## src/rtl/mem_arb_pkg.sv

```systemverilog
// Shared types and constants for the unified instruction/data memory arbiter.
// Pure declarations: no logic, no latency, no flow control.
package mem_arb_pkg;
    localparam int ADDR_W_DEF     = 12;
    localparam int DATA_W_DEF     = 32;
    localparam int MAX_STARVE_DEF = 4;
    localparam int CNT_W          = 4;

    // Word-address memory map of the shared RAM.
    localparam int IM_BASE     = 0;
    localparam int DM_BASE     = 2048;
    localparam int DM_OUT_BASE = 3072;
    localparam int DONE_ADDR   = 4095;

    typedef enum logic [1:0] {
        OWN_NONE = 2'd0,
        OWN_IF   = 2'd1,
        OWN_D    = 2'd2
    } rd_owner_e;
endpackage

```

## src/rtl/arb_starve_prio.sv

```systemverilog
// Data-priority two-way grant with a fetch starvation counter; grants are combinational (0 cycles).
// A losing requester is simply not granted and must hold its request.
module arb_starve_prio
    import mem_arb_pkg::*;
#(
    parameter int MAX_STARVE = MAX_STARVE_DEF
) (
    input  logic clk,
    input  logic rst,
    input  logic if_req,
    input  logic d_req,
    output logic if_gnt,
    output logic d_gnt
);
    logic [CNT_W-1:0] starve_cnt_q;
    logic [CNT_W-1:0] starve_cnt_d;
    logic             force_if;

    assign force_if = (starve_cnt_q == CNT_W'(MAX_STARVE));

    always_comb begin
        if_gnt = 1'b0;
        d_gnt  = 1'b0;
        if (!rst) begin
            if_gnt = if_req && (!d_req || force_if);
            d_gnt  = d_req && !if_gnt;
        end
        // Counts only data wins while fetch is waiting; any fetch grant or idle fetch clears it.
        starve_cnt_d = starve_cnt_q;
        if (!if_req || if_gnt) begin
            starve_cnt_d = '0;
        end else if (d_gnt) begin
            starve_cnt_d = starve_cnt_q + 1'b1;
        end
    end

    always_ff @(posedge clk or posedge rst) begin
        if (rst) begin
            starve_cnt_q <= '0;
        end else begin
            starve_cnt_q <= starve_cnt_d;
        end
    end
endmodule

```

## src/rtl/unified_mem_arbiter.sv

```systemverilog
// Shares one single-port RAM between fetch and data ports; 0-cycle grant, read data 1 cycle after grant.
// Ungranted requesters hold their request; one access per cycle.
module unified_mem_arbiter
    import mem_arb_pkg::*;
#(
    parameter int ADDR_W     = ADDR_W_DEF,
    parameter int DATA_W     = DATA_W_DEF,
    parameter int MAX_STARVE = MAX_STARVE_DEF
) (
    input  logic              clk,
    input  logic              rst,
    input  logic              if_req,
    input  logic [ADDR_W-1:0] if_addr,
    output logic              if_gnt,
    output logic              if_rvalid,
    output logic [DATA_W-1:0] if_rdata,
    input  logic              d_req,
    input  logic              d_we,
    input  logic [ADDR_W-1:0] d_addr,
    input  logic [DATA_W-1:0] d_wdata,
    output logic              d_gnt,
    output logic              d_rvalid,
    output logic [DATA_W-1:0] d_rdata,
    output logic              mem_w_en,
    output logic [ADDR_W-1:0] mem_addr,
    output logic [DATA_W-1:0] mem_w_data,
    input  logic [DATA_W-1:0] mem_r_data
);
    logic [ADDR_W-1:0] addr_q;
    logic [ADDR_W-1:0] addr_d;
    rd_owner_e         owner_q;
    rd_owner_e         owner_d;

    arb_starve_prio #(
        .MAX_STARVE(MAX_STARVE)
    ) u_arb (
        .clk   (clk),
        .rst   (rst),
        .if_req(if_req),
        .d_req (d_req),
        .if_gnt(if_gnt),
        .d_gnt (d_gnt)
    );

    // Idle cycles keep the last address on the RAM so its read port output stays put.
    always_comb begin
        addr_d  = addr_q;
        owner_d = OWN_NONE;
        if (d_gnt) begin
            addr_d = d_addr;
            if (!d_we) begin
                owner_d = OWN_D;
            end
        end else if (if_gnt) begin
            addr_d  = if_addr;
            owner_d = OWN_IF;
        end
    end

    always_ff @(posedge clk or posedge rst) begin
        if (rst) begin
            addr_q  <= '0;
            owner_q <= OWN_NONE;
        end else begin
            addr_q  <= addr_d;
            owner_q <= owner_d;
        end
    end

    assign mem_addr   = addr_d;
    assign mem_w_en   = d_gnt && d_we;
    assign mem_w_data = d_wdata;

    assign if_rvalid = (owner_q == OWN_IF);
    assign d_rvalid  = (owner_q == OWN_D);
    assign if_rdata  = mem_r_data;
    assign d_rdata   = mem_r_data;
endmodule

```

## config.mk

```make
export PLATFORM = sky130hd
export DESIGN_NAME = unified_mem_arbiter
export DESIGN_NICKNAME = d
export VERILOG_FILES = /design/src/rtl/mem_arb_pkg.sv /design/src/rtl/arb_starve_prio.sv /design/src/rtl/unified_mem_arbiter.sv
export SDC_FILE = /design/constraint.sdc
export NUM_CORES = 1
export LEC_CHECK = 0
export ABC_AREA = 1
export CAP_MARGIN = 20
export CORE_MARGIN = 2
export CORE_UTILIZATION = 28
export DETAILED_ROUTE_END_ITERATION = 10
export PLACE_DENSITY = 0.82
export SLEW_MARGIN = 20
export SYNTH_ARGS = -nofsm -noshare
export SYNTH_HDL_FRONTEND = slang
export SYNTH_HIERARCHICAL = 1
export SYNTH_SLANG_ARGS = --single-unit
```

## constraint.sdc

```tcl
create_clock -name clk -period 2.4 [get_ports clk]
set_clock_uncertainty 0.2 [all_clocks]
set_input_delay 0.48 -clock clk [delete_from_list [all_inputs] [get_ports clk]]
set_output_delay 0.48 -clock clk [all_outputs]
set_load 0.02 [all_outputs]
```

==> impl_metrics.env <==
export IMPL_use_met2_pct=19.0
export IMPL_p_seq_share_pct=34.4
export IMPL_status="finished with violations"
export IMPL_grt_max_degree=15
export IMPL_synth_async_reset_ratio_pct=100
export IMPL_fp_row_count=29
export IMPL_die_height_um=84.5
export IMPL_postSynthCellCount=245
export IMPL_fin_total_pwr_mw=0.997
export IMPL_power_switching_share_pct=30.0
export IMPL_yosys_cell_types_count=15
export IMPL_hold_path_endpoint="u_arb/starve_cnt_q[3]$_DFFE_PP0P_"
export IMPL_tritoncts="done"
export IMPL_worst_slew_pin_transition_ns=0.575
export IMPL_htree_levels=1
export IMPL_synth_commonest_cells="sky130_fd_sc_hd__buf_4, sky130_fd_sc_hd__nand2_1, sky130_fd_sc_hd__inv_1"
export IMPL_cts_clk_slew_worst_paths_ns=0.07
export IMPL_drc_errors=0
export IMPL_flow_area_growth_from_synthesis_pct=16.6
export IMPL_via_count=1291
export IMPL_grt_pass1_vias=1355
export IMPL_ys_flop_type="sky130_fd_sc_hd__dfrtp_1"
export IMPL_holdCritPathClass="flip-flop to flip-flop"
export IMPL_crit_reg2reg_capture="addr_q[6]$_DFF_PP0_"
export IMPL_synth_area_leaders="sky130_fd_sc_hd__buf_4, sky130_fd_sc_hd__dfrtp_1, sky130_fd_sc_hd__nand2_1, sky130_fd_sc_hd__inv_1, sky130_fd_sc_hd__nand3_2"
export IMPL_top_level_ports=206
export IMPL_timing_final_hold_violations=0
export IMPL_route_final_wire_length_um=3950
export IMPL_antenna_violating_nets_post_route=0
export IMPL_drt_first_iter_violations=39
export IMPL_static_leakage_power_nw=1.13
export IMPL_post_placement_setup_slack_ns=-0.652
export IMPL_numCtsBuffers=3
export IMPL_cts_buffer_depth=2
export IMPL_intPower_mw=0.698
export IMPL_min_delay_start="u_arb/starve_cnt_q[3]$_DFFE_PP0P_"
export IMPL_place_detailed_hpwl_um=2800
export IMPL_postCtsHoldBufs=0
export IMPL_power_density_nw_per_um2=471
export IMPL_synth_edff_count=0
export IMPL_dp_area_um2=1790
export IMPL_cts_sinks=18
export IMPL_detail_routed_via_count_per_cell=4.12
export IMPL_design_final_nets=332
export IMPL_critical_path_required_ns=1.72
export IMPL_power_frac_comb_pct=40.9
export IMPL_die_area_um2=7140
export IMPL_netlist_top_cell_by_area="sky130_fd_sc_hd__buf_4"
export IMPL_worst_slew_margin_pct=61.6
export IMPL_crit_chain="inv_2 > ha_4 > nand3_4 > nand2_4 > nand2_4 > nor2_4 > buf_4 > buf_6 > nand2_1 > nand3_1 > nand2_2 > buf_6"
export IMPL_worst_setup_path_type="flip-flop to output pin"
export IMPL_max_clock_freq_mhz=399
export IMPL_end_kind="output pin"
export IMPL_start_kind="flip-flop"
export IMPL_crit_family="simple AND/OR/NAND/NOR gates"
export IMPL_clock_tree_root_cell="sky130_fd_sc_hd__clkbuf_8"
export IMPL_netlist_area_um2=1810
export IMPL_whs_path_cells=2
export IMPL_globalRoute_busiestLayer="met2"
export IMPL_synth_warn=6
export IMPL_final_clock_period_utilization_by_the_worst_path_pct=104
export IMPL_synth_most_common_cell="sky130_fd_sc_hd__buf_4"
export IMPL_fin_ws_ns=-0.107
export IMPL_worst_r2r_startpoint="u_arb/starve_cnt_q[0]$_DFFE_PP0P_"
export IMPL_finalCriticalPeriod_ns=2.51
export IMPL_power_switching_mw=0.299
export IMPL_vdd_drop_max_uv=225
export IMPL_critPathMaxStageDelay_ns=0.40
export IMPL_setup_violations_final=12
export IMPL_final_cell_count_no_fill=313
export IMPL_antenna_violations_before_repair=0
export IMPL_fp_dieW_um=84.5
export IMPL_grt_setup_unrepaired="true"
export IMPL_critPathBufInv=4
export IMPL_grt_remaining_overflow=0
export IMPL_synth_ff_latch_count=18
export IMPL_max_cap_violations=0
export IMPL_final_design_area_no_fill_um2=2120
export IMPL_fin_worst_hold_slack_ns=0.365
export IMPL_avgSynthCellArea_um2=7.41
export IMPL_initial_utilization_pct=28.7
export IMPL_maxSlewViolCount=0
export IMPL_syn_num_nets=340
export IMPL_reg2reg_depth=13
export IMPL_yosysTopAreaCellShare_pct=40.6
export IMPL_first_pass_drt_iterations=4
export IMPL_cp_arrival_ns=1.83
export IMPL_portBuffers=45
export IMPL_wire_length_of_the_first_global_routing_pass_um=6290
export IMPL_violations="setup timing"
export IMPL_final_layout_size_suffix_gt1_share_pct=42.8
export IMPL_gr_usage_met1_pct=11.1
export IMPL_antennaDiodeCount=0
export IMPL_place_gp_congestion=0.715
export IMPL_globalRouteMet3Util_pct=4.52
export IMPL_clock_power_share_pct=24.7
export IMPL_cp_max_fo=4
export IMPL_cp_slowest_cell="sky130_fd_sc_hd__dfrtp_1"
export IMPL_grt_use_total_pct=10.9
export IMPL_clock_latency_on_the_worst_skew_pair_ns=0.25
export IMPL_number_of_instances_in_the_placed_design=290
export IMPL_coreArea_um2=6310
export IMPL_drt_wirelength_per_cell_um=12.6
export IMPL_synth_seq_area_share_pct=24.8
export IMPL_reg2reg_setup_slack_ns=0.35
-- metrics by stage --
step,util [%],setup TNS [ns]
4_1_cts,32.5,-1.20
3_5_place_dp,28.4,-8.68
5_1_grt,33.5,-2.24
2_1_floorplan,-,0
3_3_place_gp,28.4,-8.49
6_report,33.5,-0.824
-- power by group through the flow --
stage,Sequential [mW],Combinational (mW),Clock [mW]
global placement,0.348,0.321,0
detailed placement,0.349,0.325,0
CTS,0.343,0.390,0.262
global route,0.347,0.442,0.271
floorplan,0.348,0.381,0
finish,0.343,0.408,0.246
-- flip-flops by register name (all words and copies together) (netlist names) --
signal              count
addr_q                 12
u_arb/starve_cnt_q      4
owner_q                 2
-- metal layers --
| metal | up-vias | share of wire, % |
|---|---|---|
| li1 | 610 | - |
| met1 | 592 | 35 |
| met2 | 56 | 49 |
| met3 | 33 | 11 |
| met4 | 0 | 5.1 |
| met5 | - | 0 |
-- layout by cell type, fill, tap and decap left out, types with 3 or more instances in the layout --
cell / instances
sky130_fd_sc_hd__buf_2: 3
sky130_fd_sc_hd__buf_4: 36
sky130_fd_sc_hd__buf_6: 14
sky130_fd_sc_hd__clkbuf_8: 4
sky130_fd_sc_hd__clkdlybuf4s50_1: 28
sky130_fd_sc_hd__dfrtp_1: 18
sky130_fd_sc_hd__inv_1: 31
sky130_fd_sc_hd__inv_2: 4
sky130_fd_sc_hd__nand2_1: 38
sky130_fd_sc_hd__nand2_2: 14
sky130_fd_sc_hd__nand2_4: 6
sky130_fd_sc_hd__nand3_1: 9
sky130_fd_sc_hd__nand3_2: 10
sky130_fd_sc_hd__nor2_1: 4
-- what timing repair did --
action / 4_1_cts / 5_1_grt
pin swaps: 17 / 13
endpoints found under the setup margin: 15 / 15
endpoints found under the hold margin: 0 / 0
buffers inserted: 13 / 6
resized for setup: 110 / 12
-- worst min-delay path, delay by kind of cell, from the launching register on --
family,cells,cell delay (ns)
flip-flops,1,0.38
AND/OR/NAND/NOR,2,0.16
-- final cells by class --
| class | instances | area (um2) |
|---|---|---|
| clock buffer | 4 | 55.1 |
| fill | 667 | 4200 |
| inverter | 36 | 138 |
| multi-input combinational | 91 | 576 |
| sequential | 18 | 450 |
| tap | 77 | 96.3 |
| timing repair buffer | 87 | 801 |
-- worst max-delay path by stage --
stage          slack (ns)           to                               from  cells past startpoint
2_1_floorplan        0.05  mem_addr[0]  u_arb/starve_cnt_q[0]$_DFFE_PP0P_                     11
3_3_place_gp        -0.63  mem_addr[9]                              d_req                      7
3_5_place_dp        -0.65  mem_addr[4]                              d_req                      7
4_1_cts             -0.13  mem_addr[3]  u_arb/starve_cnt_q[1]$_DFFE_PP0P_                     12
5_1_grt             -0.20  mem_addr[7]  u_arb/starve_cnt_q[0]$_DFFE_PP0P_                     12
6_report            -0.11  mem_addr[9]  u_arb/starve_cnt_q[0]$_DFFE_PP0P_                     12
-- kinds of logic (layout without fill, tap and decap cells) --
kind of cell | count (synthesis) | count (layout) | share of synthesized area, %
compound gates | 2 | 2 | 1.17
simple gates | 85 | 85 | 22.4
fa+ha+maj | 2 | 2 | 1.38
buf+inv | 136 | 127 | 49.2
xor+xnor | 2 | 2 | 0.966
flops | 18 | 18 | 24.8
Power figures use the tool's default switching activity.
